<file path="src/rtl/seq_mag_comparator.sv">
// rtl/seq_mag_comparator.sv - slice-serial magnitude comparator with cascade inputs and early exit
module seq_mag_comparator #(
  parameter int WIDTH = 16,
  parameter int SLICE = 4
) (
  input  logic             CLK,
  input  logic             RST,
  input  logic             START,
  input  logic [WIDTH-1:0] A,
  input  logic [WIDTH-1:0] B,
  input  logic             SIGNED,
  input  logic             ALBi,
  input  logic             AGBi,
  input  logic             AEBi,
  output logic             BUSY,
  output logic             DONE,
  output logic             ALBo,
  output logic             AGBo,
  output logic             AEBo
);

  localparam int NSLICE = WIDTH / SLICE;
  localparam int IW     = (NSLICE > 1) ? $clog2(NSLICE) : 1;
  localparam logic [IW-1:0] IDX_TOP = IW'(NSLICE - 1);

  typedef enum logic [1:0] {
    S_IDLE = 2'd0,
    S_SCAN = 2'd1,
    S_DONE = 2'd2
  } state_t;

  state_t           state_q, state_d;
  logic [WIDTH-1:0] a_q, a_d;
  logic [WIDTH-1:0] b_q, b_d;
  logic [IW-1:0]    idx_q, idx_d;
  logic [2:0]       casc_q, casc_d;   // {ALBi, AGBi, AEBi} captured at accept
  logic [2:0]       res_q, res_d;     // {ALBo, AGBo, AEBo}

  // Flipping the sign bit of both operands maps two's-complement order onto
  // unsigned order, so the slice compare below is always unsigned.
  logic [WIDTH-1:0] sign_flip;
  logic [SLICE-1:0] slice_a, slice_b;

  // Sign-bit mask applied to the operands as they are captured
  always_comb begin
    sign_flip = '0;
    sign_flip[WIDTH-1] = SIGNED;
  end

  assign slice_a = a_q[idx_q*SLICE +: SLICE];
  assign slice_b = b_q[idx_q*SLICE +: SLICE];

  // Next-state logic: capture on accept, walk slices MS first, exit on first difference
  always_comb begin
    state_d = state_q;
    a_d     = a_q;
    b_d     = b_q;
    idx_d   = idx_q;
    casc_d  = casc_q;
    res_d   = res_q;
    case (state_q)
      S_SCAN: begin
        if (slice_a != slice_b) begin
          res_d   = {slice_a < slice_b, slice_a > slice_b, 1'b0};
          state_d = S_DONE;
        end else if (idx_q == '0) begin
          res_d   = casc_q;
          state_d = S_DONE;
        end else begin
          idx_d = idx_q - 1'b1;
        end
      end
      default: begin
        // IDLE and DONE both accept a new request; DONE falls back to IDLE otherwise
        if (START) begin
          a_d     = A ^ sign_flip;
          b_d     = B ^ sign_flip;
          casc_d  = {ALBi, AGBi, AEBi};
          idx_d   = IDX_TOP;
          state_d = S_SCAN;
        end else begin
          state_d = S_IDLE;
        end
      end
    endcase
  end

  // State register with synchronous reset that also aborts an active scan
  always_ff @(posedge CLK) begin
    if (RST) begin
      state_q <= S_IDLE;
      a_q     <= '0;
      b_q     <= '0;
      idx_q   <= IDX_TOP;
      casc_q  <= '0;
      res_q   <= '0;
    end else begin
      state_q <= state_d;
      a_q     <= a_d;
      b_q     <= b_d;
      idx_q   <= idx_d;
      casc_q  <= casc_d;
      res_q   <= res_d;
    end
  end

  assign BUSY = (state_q == S_SCAN);
  assign DONE = (state_q == S_DONE);
  assign ALBo = res_q[2];
  assign AGBo = res_q[1];
  assign AEBo = res_q[0];

endmodule

</file>
<file path="config.mk">
export PLATFORM = sky130hd
export DESIGN_NAME = seq_mag_comparator
export DESIGN_NICKNAME = d
export VERILOG_FILES = /design/src/rtl/seq_mag_comparator.sv
export SDC_FILE = /design/constraint.sdc
export NUM_CORES = 1
export LEC_CHECK = 0
export BUFFER_PORTS_ARGS = -buffer_cell sky130_fd_sc_hd__buf_2
export CAP_MARGIN = 25
export CORE_UTILIZATION = 55
export CTS_CLUSTER_SIZE = 40
export DETAILED_ROUTE_END_ITERATION = 8
export HOLD_SLACK_MARGIN = 0.12
export PLACE_DENSITY = 0.85
export SETUP_SLACK_MARGIN = 0.1
export SLEW_MARGIN = 10
export SYNTH_ARGS = -nofsm -noshare
export SYNTH_HDL_FRONTEND = slang
export SYNTH_SLANG_ARGS = --single-unit
</file>
<file path="constraint.sdc">
create_clock -name CLK -period 5.7 [get_ports CLK]
set_clock_uncertainty 0.15 [all_clocks]
set_input_delay 0.57 -clock CLK [delete_from_list [all_inputs] [get_ports CLK]]
set_output_delay 0.57 -clock CLK [all_outputs]
set_load 0.03 [all_outputs]
</file>
==> run metrics <==
status completed; Power Dens Cells between 300 and 400 nW/um2; crit-path cells mux4_2 -> ha_1 -> nand4_1 -> o21ai_2 -> o21ai_1 -> a32oi_1; count of final max-slew check failures 0; Worst-Margin Slew around 0.74 ns; die height 60.0 um; crit end category register; Syn-to-layout area delta 14.7%; Worst slew margin 50.6%; Syn. warnings 0; grt ovf 0; clock latency on the worst-skew pair 0.35 ns; buffers and inverters on the worst path 0; R2R depth 6; CP Data Arrival Time 2.62 ns; DR iter-0 viols 75; Root Driver clkbuf_4; crit path from idx_q[1]$_SDFFE_PP1P_; Yosys cell types 31; Core Util, Final approximately two thirds; NetSw 0.191 mW; Int Power 0.468 mW; Switching Fraction 29.0%; layout cells sized above 1 26.7%; Avg WL per Cell 11.5 um; Comb pwr share 22.1%; starting density of the core 59.2%; area of the core between 3000 and 4000 um2; top_reg_cell synth dfxtp_1; Post-DRT Antenna Nets 0; global-route wire length before repair between 5 and 6 mm; hold path endpoint casc_q[0]$_SDFFE_PP0P_; Post-synth EDFFs 0; initial antenna violation count 0; hold crit path type input port to register; I/O Buffers 43; largest fanout on the critical path 10; total power 0.659 mW; gpl congestion 0.762; final WL 3.39 mm; Post-synth ARST share 0%; register bit count reported by yosys between 40 and 50; Post-Synthesis Cell Area 1850 um2; final-report hold violation count 0; Mapped Cells 213; commonest non-fill, non-tap cells in the layout nand2_1, buf_2, dfxtp_1, a21oi_1, nor2_1; Reg2Reg Setup Slack 3.22 ns; Final Cycle Share 43.5%; fill count 279; Synth Area per Inst slightly below 9 um2; Detailed Routing Iterations Pass 1 4; ANT cells 0; largest net degree at the start of global routing 43; Clock Pin Slew Worst Setup and Hold Paths 0.12 ns; DRC errors left 0; Hold Path Origin AEBi; GRT Overall Usage 21.3%; routed vias ~1500; Clk pwr share 26.6%; syn_nets between 200 and 300; fin nets approximately 290; maxcap violations 0; clk sinks 42; Critical Path Start Type register; WHS Path Cells 3; sequential cell area fraction in the yosys report 45.4%; leakage between 0.9 and 1 nW; postcts setup bufs 0; type of the worst setup path register to register; FF-to-FF Start idx_q[1]$_SDFFE_PP1P_; reg-to-reg endpoint idx_q[1]$_SDFFE_PP1P_; delay-heaviest family, CP flip-flops; most common cell after layout, fill and taps aside nand2_1; post-route setup TNS 0 ns; H-tree level count 2; clock buffer depth 2; Reg power frac 51.2%; vias per inst 5.18; Chip Width 60.0 um; worst-path cell with the longest stage delay dfxtp_1; fin crit period 2.48 ns; FMAX 403 MHz; Row Count 20; post-CTS sizing 0; CP peak stage delay 0.62 ns; vias in the first global route 1345; final setup fails 0; CTS Buf Count 5; die area 3600 um2; DP HPWL 2.42 mm; CTS tree done; # IOs 44; unrepaired setup endpoints after global routing no; DP Area approximately 2000 um2; hold buffer count at CTS 0; Max VDD drop 0.180 mV; Req. time, crit path 5.84 ns; post-route cell area 2120 um2
==> power groups by stage <==
stage / logic (mW) / registers (mW) / clock network, mW
after floorplan: 0.116 / 0.340 / 0
after global placement: 0.140 / 0.344 / 0
after detailed placement: 0.144 / 0.345 / 0
after CTS: 0.144 / 0.338 / 0.180
after global routing: 0.163 / 0.342 / 0.195
final: 0.146 / 0.338 / 0.176
==> cells in the mapped netlist, types with 2 or more instances <==
cell      instances  area share (%)
dfxtp_1          42              45
o21ai_0           3            0.81
buf_2             7             1.9
buf_6             4             2.4
nand2_1          68              14
nor2_1            9             1.8
a211oi_2          2             1.4
inv_1             7             1.4
ha_1              5             3.4
clkbuf_1          2            0.41
xnor2_1           2            0.95
a21oi_1          36             9.7
mux4_2            8             9.7
==> how the worst max path moves through the flow <==
| stage | endpoint | slack [ns] | depth (start not counted) |
|---|---|---|---|
| floorplan | res_q[1]$_SDFFE_PP0P_ | 3.50 | 7 |
| global placement | res_q[1]$_SDFFE_PP0P_ | 3.31 | 6 |
| detailed placement | idx_q[0]$_SDFFE_PP1P_ | 3.25 | 6 |
| CTS | idx_q[0]$_SDFFE_PP1P_ | 3.22 | 6 |
| global route | idx_q[0]$_SDFFE_PP1P_ | 3.07 | 6 |
| finish | idx_q[1]$_SDFFE_PP1P_ | 3.22 | 6 |
==> metal layers <==
layer	vias up	global-route usage [%]	wire length, um
met5	-	0	0
met4	0	8.64	50
met3	6	7.79	142
met2	31	34.8	1580
met1	700	25.4	1620
li1	790	-	-
==> sequential cells by signal, summed over array words and instances, names as in the netlist <==
register  cells
res_q         3
a_q          16
casc_q        3
idx_q         2
state_q       2
b_q          16
==> cell families after synthesis <==
kind of cell               count (synthesis)  synth area share [%]
and+or+nand+nor                           87                  19.6
AOI/OAI and AO/OA                         47                  14.3
DFF                                       42                  45.4
buffers and inverters                     22                  6.56
muxes                                      8                  9.74
adders and majority gates                  5                  3.38
xor gates and xnor gates                   2                 0.947
==> metrics by stage <==
stage                     std cells  worst slack, ns  hold WS [ns]
after floorplan                 213             3.50         0.283
after global placement          286             3.31         0.292
after detailed placement        286             3.25         0.299
after CTS                       294             3.22         0.274
after global routing            295             3.07         0.261
final                           295             3.22         0.287
==> cell type report <==
| class | count | area, um2 | share of cell area (%) |
|---|---|---|---|
| Multi-Input combinational cell | 149 | 888 | 41.8 |
| Timing Repair Buffer | 44 | 230 | 10.8 |
| Inverter | 8 | 30.0 | 1.41 |
| Sequential cell | 42 | 841 | 39.6 |
| Clock buffer | 8 | 78.8 | 3.71 |
| Tap cell | 44 | 55.1 | 2.59 |
==> worst register-to-register path: stages, from the launching register on <==
cell and delay, ns:
dfxtp_1 0.62, mux4_2 0.57, ha_1 0.32, nand4_1 0.17, o21ai_2 0.26, o21ai_1 0.16
a32oi_1 0.17
Note: power is estimated with default switching activity, not from simulation.
